==> src/rtl/mlp_pkg.sv <==
// Shared types for the MLP layer sequencer: FSM states, drain timing and the issue-stage flag bundle.
package mlp_pkg;

  localparam int SEQ_SIZE_BITS = 6;
  localparam int DRAIN_CYCLES  = 2;
  localparam int DRAIN_BITS    = (DRAIN_CYCLES > 1) ? $clog2(DRAIN_CYCLES) : 1;

  typedef enum logic [2:0] {
    IDLE,
    LOAD,
    RUN,
    DRAIN,
    DONE,
    ERR
  } seq_state_t;

  typedef struct packed {
    logic                     first_col;
    logic                     last_col;
    logic [SEQ_SIZE_BITS-1:0] row;
  } issue_flags_t;

endpackage

==> src/rtl/mlp_seq_counter.sv <==
// Nested col/row counter; col is the inner loop and wraps into a row increment.
module mlp_seq_counter #(
  parameter int W = 6
) (
  input  logic         i_clk,
  input  logic         i_rst,
  input  logic         i_clear,
  input  logic         i_advance,
  input  logic [W-1:0] i_col_last,
  input  logic [W-1:0] i_row_last,
  output logic [W-1:0] o_col,
  output logic [W-1:0] o_row,
  output logic         o_col_wrap,
  output logic         o_row_wrap
);

  localparam logic [W-1:0] ONE = 1;

  logic [W-1:0] r_col;
  logic [W-1:0] r_row;

  assign o_col      = r_col;
  assign o_row      = r_row;
  assign o_col_wrap = (r_col == i_col_last);
  assign o_row_wrap = (r_row == i_row_last);

  // Wrapping the last row back to 0 leaves the counter ready for the next layer.
  always_ff @(posedge i_clk or posedge i_rst) begin
    if (i_rst) begin
      r_col <= '0;
      r_row <= '0;
    end else if (i_clear) begin
      r_col <= '0;
      r_row <= '0;
    end else if (i_advance) begin
      if (o_col_wrap) begin
        r_col <= '0;
        r_row <= o_row_wrap ? '0 : r_row + ONE;
      end else begin
        r_col <= r_col + ONE;
      end
    end
  end

endmodule

==> src/rtl/mlp_layer_sequencer.sv <==
// Control FSM walking every MLP layer row-by-row, col-by-col and driving BRAM/MAC strobes.
// Define MLP_SEQ_PERF_EN to build the perf_cycles run-length counter; otherwise it reads 0.
module mlp_layer_sequencer
  import mlp_pkg::*;
#(
  parameter int NUM_LAYERS       = 2,
  parameter int MAX_COL_ROW_BITS = SEQ_SIZE_BITS,
  parameter int MAX_COL_ROWS     = 9,
  parameter int LAYER_BITS       = 2,
  parameter int WADDR_WIDTH      = 8
) (
  input  logic                                        i_clk,
  input  logic                                        i_rst,
  input  logic                                        i_new_data,
  input  logic [NUM_LAYERS-1:0][MAX_COL_ROW_BITS-1:0] i_all_rows_sizes,
  input  logic [NUM_LAYERS-1:0][MAX_COL_ROW_BITS-1:0] i_all_cols_sizes,
  output logic                                        o_busy,
  output logic                                        o_w_rd_en,
  output logic [WADDR_WIDTH-1:0]                      o_w_addr,
  output logic [MAX_COL_ROW_BITS-1:0]                 o_act_rd_addr,
  output logic                                        o_act_bank,
  output logic [LAYER_BITS-1:0]                       o_layer_idx,
  output logic                                        o_mac_en,
  output logic                                        o_acc_clr,
  output logic                                        o_acc_commit,
  output logic [MAX_COL_ROW_BITS-1:0]                 o_out_wr_addr,
  output logic                                        o_output_ready,
  output logic                                        o_cfg_err,
  output logic [31:0]                                 o_perf_cycles
);

  localparam logic [MAX_COL_ROW_BITS-1:0] SIZE_ONE = 1;
  localparam logic [MAX_COL_ROW_BITS-1:0] SIZE_MAX = MAX_COL_ROW_BITS'(MAX_COL_ROWS);

  seq_state_t r_state;
  seq_state_t w_nextState;

  logic [NUM_LAYERS-1:0][MAX_COL_ROW_BITS-1:0] r_rows;
  logic [NUM_LAYERS-1:0][MAX_COL_ROW_BITS-1:0] r_cols;
  logic [WADDR_WIDTH-1:0]      r_wAddr;
  logic [LAYER_BITS-1:0]       r_layer;
  logic [DRAIN_BITS-1:0]       r_drainCnt;
  issue_flags_t                r_issueDly;
  logic                        r_macEn;
  logic                        r_outputReady;
  logic                        r_cfgErr;

  logic [MAX_COL_ROW_BITS-1:0] w_curRows;
  logic [MAX_COL_ROW_BITS-1:0] w_curCols;
  logic [MAX_COL_ROW_BITS-1:0] w_col;
  logic [MAX_COL_ROW_BITS-1:0] w_row;
  logic                        w_colWrap;
  logic                        w_rowWrap;
  logic                        w_cfgBad;
  logic                        w_drainDone;
  logic                        w_lastLayer;
  issue_flags_t                w_issue;

  // Sizes of the layer currently being walked.
  always_comb begin
    w_curRows = '0;
    w_curCols = '0;
    for (int l = 0; l < NUM_LAYERS; l++) begin
      if (r_layer == LAYER_BITS'(l)) begin
        w_curRows = r_rows[l];
        w_curCols = r_cols[l];
      end
    end
  end

  // Checked against the live inputs while in LOAD, i.e. the same values being latched.
  always_comb begin
    w_cfgBad = 1'b0;
    for (int l = 0; l < NUM_LAYERS; l++) begin
      if (i_all_rows_sizes[l] == '0 || i_all_cols_sizes[l] == '0 ||
          i_all_rows_sizes[l] > SIZE_MAX || i_all_cols_sizes[l] > SIZE_MAX)
        w_cfgBad = 1'b1;
    end
    for (int l = 0; l < NUM_LAYERS - 1; l++) begin
      if (i_all_cols_sizes[l+1] != i_all_rows_sizes[l])
        w_cfgBad = 1'b1;
    end
  end

  mlp_seq_counter #(.W(MAX_COL_ROW_BITS)) u_counter (
    .i_clk      (i_clk),
    .i_rst      (i_rst),
    .i_clear    (r_state == LOAD),
    .i_advance  (r_state == RUN),
    .i_col_last (w_curCols - SIZE_ONE),
    .i_row_last (w_curRows - SIZE_ONE),
    .o_col      (w_col),
    .o_row      (w_row),
    .o_col_wrap (w_colWrap),
    .o_row_wrap (w_rowWrap)
  );

  assign w_drainDone = (r_drainCnt == DRAIN_BITS'(DRAIN_CYCLES - 1));
  assign w_lastLayer = (r_layer == LAYER_BITS'(NUM_LAYERS - 1));

  always_comb begin
    w_issue.first_col = (w_col == '0);
    w_issue.last_col  = w_colWrap;
    w_issue.row       = SEQ_SIZE_BITS'(w_row);
  end

  always_ff @(posedge i_clk or posedge i_rst) begin
    if (i_rst) r_state <= IDLE;
    else       r_state <= w_nextState;
  end

  always_comb begin
    w_nextState = r_state;
    case (r_state)
      IDLE:    if (i_new_data) w_nextState = LOAD;
      LOAD:    w_nextState = w_cfgBad ? ERR : RUN;
      RUN:     if (w_colWrap && w_rowWrap) w_nextState = DRAIN;
      DRAIN:   if (w_drainDone) w_nextState = w_lastLayer ? DONE : RUN;
      DONE:    w_nextState = IDLE;
      ERR:     w_nextState = IDLE;
      default: w_nextState = IDLE;
    endcase
  end

  // Terminal pulses are registered so they land in the first IDLE cycle, together with busy dropping.
  always_ff @(posedge i_clk or posedge i_rst) begin
    if (i_rst) begin
      r_rows        <= '0;
      r_cols        <= '0;
      r_wAddr       <= '0;
      r_layer       <= '0;
      r_drainCnt    <= '0;
      r_issueDly    <= '0;
      r_macEn       <= 1'b0;
      r_outputReady <= 1'b0;
      r_cfgErr      <= 1'b0;
    end else begin
      r_outputReady <= (r_state == DONE);
      r_cfgErr      <= (r_state == ERR);
      r_macEn       <= (r_state == RUN);
      r_issueDly    <= (r_state == RUN) ? w_issue : '0;
      r_drainCnt    <= (r_state == DRAIN) ? r_drainCnt + DRAIN_BITS'(1) : '0;
      case (r_state)
        LOAD: begin
          r_rows  <= i_all_rows_sizes;
          r_cols  <= i_all_cols_sizes;
          r_wAddr <= '0;
          r_layer <= '0;
        end
        RUN:   r_wAddr <= r_wAddr + WADDR_WIDTH'(1);
        DRAIN: if (w_drainDone && !w_lastLayer) r_layer <= r_layer + LAYER_BITS'(1);
        default: ;
      endcase
    end
  end

`ifdef MLP_SEQ_PERF_EN
  logic [31:0] r_perf;

  // Counts every non-IDLE cycle of a run and holds the result until the next start.
  always_ff @(posedge i_clk or posedge i_rst) begin
    if (i_rst)                              r_perf <= '0;
    else if (r_state == IDLE && i_new_data) r_perf <= '0;
    else if (r_state != IDLE)               r_perf <= r_perf + 32'd1;
  end

  assign o_perf_cycles = r_perf;
`else
  assign o_perf_cycles = '0;
`endif

  assign o_busy         = (r_state != IDLE);
  assign o_w_rd_en      = (r_state == RUN);
  assign o_w_addr       = r_wAddr;
  assign o_act_rd_addr  = w_col;
  assign o_act_bank     = r_layer[0];
  assign o_layer_idx    = r_layer;
  assign o_mac_en       = r_macEn;
  assign o_acc_clr      = r_issueDly.first_col;
  assign o_acc_commit   = r_issueDly.last_col;
  assign o_out_wr_addr  = MAX_COL_ROW_BITS'(r_issueDly.row);
  assign o_output_ready = r_outputReady;
  assign o_cfg_err      = r_cfgErr;

endmodule

==> config.mk <==
export PLATFORM = sky130hd
export DESIGN_NAME = mlp_layer_sequencer
export DESIGN_NICKNAME = d
export VERILOG_FILES = /design/src/rtl/mlp_pkg.sv /design/src/rtl/mlp_seq_counter.sv /design/src/rtl/mlp_layer_sequencer.sv
export SDC_FILE = /design/constraint.sdc
export NUM_CORES = 1
export LEC_CHECK = 0
export ABC_AREA = 1
export BUFFER_PORTS_ARGS = -buffer_cell sky130_fd_sc_hd__buf_2
export CAP_MARGIN = 30
export CORE_MARGIN = 5
export CORE_UTILIZATION = 38
export CTS_CLUSTER_SIZE = 30
export DETAILED_ROUTE_END_ITERATION = 12
export GPL_TIMING_DRIVEN = 1
export PLACE_DENSITY = 0.58
export SYNTH_ARGS = -nofsm -noshare
export SYNTH_HDL_FRONTEND = slang
export SYNTH_SLANG_ARGS = --single-unit
export TNS_END_PERCENT = 10
==> constraint.sdc <==
create_clock -name i_clk -period 2.9 [get_ports i_clk]
set_input_delay 0.58 -clock i_clk [delete_from_list [all_inputs] [get_ports i_clk]]
set_output_delay 0.58 -clock i_clk [all_outputs]
set_load 0.1 [all_outputs]
==> impl_metrics.csv <==
group,metric,value,unit
sta,worstMarginPinSlew,0.591,ns
yosys,post-synth-top-count-cell,"nand2_1",
sta,finalCriticalPeriod,2.56,ns
outcome,status,"completed",
grt,track_usage,15.0,%
grt,first_global_vias,3058,
placed_design,io_buffers,56,
route,wl_per_cell,12.2,µm
clocking,clock-root-buffer,"clkbuf_8",
yosys,avgSynthCellArea,7.60,µm²
worst_setup_path,crit_required,3.12,ns
grt,grt_max_degree,47,
yosys,synth_cells,503,
die,die_h,110,µm
min_path,hold_class,"in -> async",
yosys,synthTopCellsByArea,"dfrtp_1, nand2_1, buf_4",
worst_setup_path,setup.worst_path.end_class,"flip-flop",
sta,finalCritPeriodShare,88.3,%
power,powerDensity,435,nW/µm²
cells_and_area,n_antenna_cell,0,
route,dr.pass1.iters,4,
worst_setup_path,crit_arrival,2.78,ns
cells_and_area,drive_above_1_share,21.1,%
yosys,synth_compound_area_share,7.43,%
clocking,clock_latency,0.33,ns
power,p_sw,0.554,mW
yosys,synthSimpleGateAreaFrac,32.8,%
power,p_leak,2.32,nW
placed_design,placed_area,4140,µm²
die,rows,36,
yosys,syn_area,3820,µm²
yosys,async_flop_share,100,%
cells_and_area,final_nets,599,
power,comb_power_share,12.9,%
die,dieArea,12200,µm²
clocking,path_clk_slew,0.07,ns
sta,setup_violations,0,
yosys,synth-seq-cells,61,
route,via_per_inst,4.55,
clocking,cts_sinks,61,
yosys,synthAdderAreaFrac,2.62,%
yosys,synth_edf_count,0,
worst_setup_path,crit_type,"reg -> reg",
clocking,cts_made_buffers,9,
clocking,cts_setup_buffers,0,
route,drt-initial-drc-count,165,
yosys,synth_flop_cell,"dfrtp_1",
cells_and_area,finalInstanceArea,4350,µm²
power,sw_frac_of_total,29.2,%
die,ios,89,
grt,grt_pass1_wl,14400,µm
die,design.core.area,9770,µm²
sta,timing.slew.headroom,60.5,%
sta,finClkSkew,0.00846,ns
clocking,ctsHoldBuffers,0,
yosys,synthTopCellsByCount,"nand2_1, dfrtp_1, inv_1",
yosys,synth_top_area_share,39.9,%
route,vias,3191,
die,die_x,110,µm
yosys,seq_area_frac_synth,39.9,%
power,pwr-share-clk,42.2,%
clocking,cts_resized,0,
sta,fmax,390,MHz
power,internal_power,1.34,mW
sta,final-hold-violation-count,0,
sta,rsz0062_at_grt,"no",
worst_setup_path,start_kind,"flip-flop",
job,drv_cap,0,
worst_setup_path,critical-path-top-cell-by-count,"nor2_1",
power,ir_worst_vdd,0.207,mV
die,initial_core_util,39.1,%
worst_setup_path,path_cells,"inv_1 > ha_1 > buf_4 > nand2_1 > nand2_1 > o21ai_4 > ha_1 > xor2_1 > nand2_1 > nor2_1 > nand3_1 > nor2_1 > nand3_2 > nor2_1 > nor2_1 > nor2_1 > nand2_1",
grt,antenna_found_initial,0,
sta,fin_tns_setup,0,ns
placed_design,gp_congestion,0.882,
clocking,cts_tree,"yes",
yosys,synth_cell_type_count,38,
yosys,synth_top_family_by_area,"simple AND/OR/NAND/NOR gates",
yosys,synth_xor_area_share,2.75,%
placed_design,dp_hpwl,6660,µm
yosys,synth_warnings,0,
worst_setup_path,path_max_fanout,12,
power,p_seq_share,44.9,%
route,postRouteAntennaNets,0,
worst_setup_path,max_stage_delay,0.44,ns
cells_and_area,syn_to_final_growth,13.9,%
clocking,cts_max_level,3,
route,wl,8550,µm
grt,overflow,0,
yosys,synth.area.mux_share,0.295,%
worst_setup_path,crit_slowest_cell,"dfrtp_2",
sta,drv_slew,0,
clocking,cts.path.max_buffers,2,
route,drc,0,
yosys,yosysTopAreaCell,"dfrtp_1",
[placed cells by master, fill, tap and decap left out, types with 7 or more instances in the layout]
cell / synthesis / final
nor2_1: 40 / 40
nand3_1: 42 / 42
nand2_2: 7 / 7
buf_2: 2 / 56
clkbuf_8: 0 / 12
buf_4: 34 / 7
o21ai_0: 24 / 24
dfrtp_1: 61 / 59
conb_1: 1 / 32
xor2_1: 8 / 8
inv_1: 54 / 53
ha_1: 8 / 7
nand4_1: 8 / 8
nand2_1: 143 / 143
[area by class of cell]
class	count	area (µm²)
repair buffers	64	353
clock buffers	13	169
multi-input cells	370	1880
fillers	1028	5420
clock inverters	3	42.5
well taps	133	166
inverters	58	218
flip-flops and latches	61	1530
[through the flow]
stage | utilization [%] | cells | hold slack, ns | worst slack, ns | total power [mW]
4_1_cts | 44.5 | 702 | 0.317 | 0.207 | 1.92
6_report | 44.5 | 702 | 0.305 | 0.338 | 1.90
3_5_place_dp | 42.4 | 686 | 0.448 | 0.208 | 1.11
5_1_grt | 44.5 | 702 | 0.341 | 0.0771 | 1.97
3_3_place_gp | 42.4 | 686 | 0.450 | 0.311 | 1.11
2_1_floorplan | - | 534 | 0.425 | 0.139 | 1.11
[state kept, by name (all words and copies together), names as in the netlist, 2 cells and up]
signal           count
o_layer_idx          2
o_out_wr_addr        6
o_w_addr             8
r_cols              12
r_rows              12
r_state              3
u_counter.o_col      6
u_counter.o_row      6
[final timing paths]
check / start / end / slack (ns) / cells after the start
worst min register to register: r_state[0] / o_output_ready / 0.46 / 1
worst max register to register: o_layer_idx[0] / r_state[1] / 0.34 / 17
worst max-delay path: o_layer_idx[0] / r_state[1] / 0.34 / 17
max in group asynchronous: i_rst / o_layer_idx[1] / 1.99 / 3
worst min-delay path: i_rst / o_mac_en / 0.31 / 2
min in group i_clk: r_state[0] / o_output_ready / 0.46 / 1
[routing by layer]
| metal | routed length, µm | up-vias | GRT usage, % |
|---|---|---|---|
| met5 | 0 | - | 0 |
| met3 | 496 | 4 | 2.39 |
| met1 | 4220 | 1447 | 21.2 |
| li1 | - | 1654 | - |
| met2 | 3770 | 86 | 23.0 |
| met4 | 65 | 0 | 5.89 |
[worst max-delay path, delay by kind of cell (launching register included)]
family,cells,cell delay [ns]
AO/OA/AOI/OAI,1,0.09
XOR/XNOR,1,0.15
adder cells (fa/ha/maj),2,0.51
buffers and inverters,2,0.29
flip-flops,1,0.44
AND/OR/NAND/NOR,11,0.95
[power groups by stage]
stage          combinational (mW)  clock [mW]  sequential (mW)
6_report                    0.245       0.801            0.850
5_1_grt                     0.258       0.862            0.850
4_1_cts                     0.245       0.824            0.850
3_5_place_dp                0.246           0            0.867
3_3_place_gp                0.245           0            0.867
2_1_floorplan               0.243           0            0.867
[cell families (layout without fill, tap and decap cells)]
kind of cell / count (synthesis) / in the layout
flip-flops: 61 / 61
multiplexers: 1 / 1
XOR/XNOR: 12 / 12
other: 1 / 32
AND/OR/NAND/NOR: 270 / 270
AO/OA/AOI/OAI: 47 / 47
buffers and inverters: 103 / 138
adder cells (fa/ha/maj): 8 / 8
Note: power is estimated with default switching activity, not from simulation.
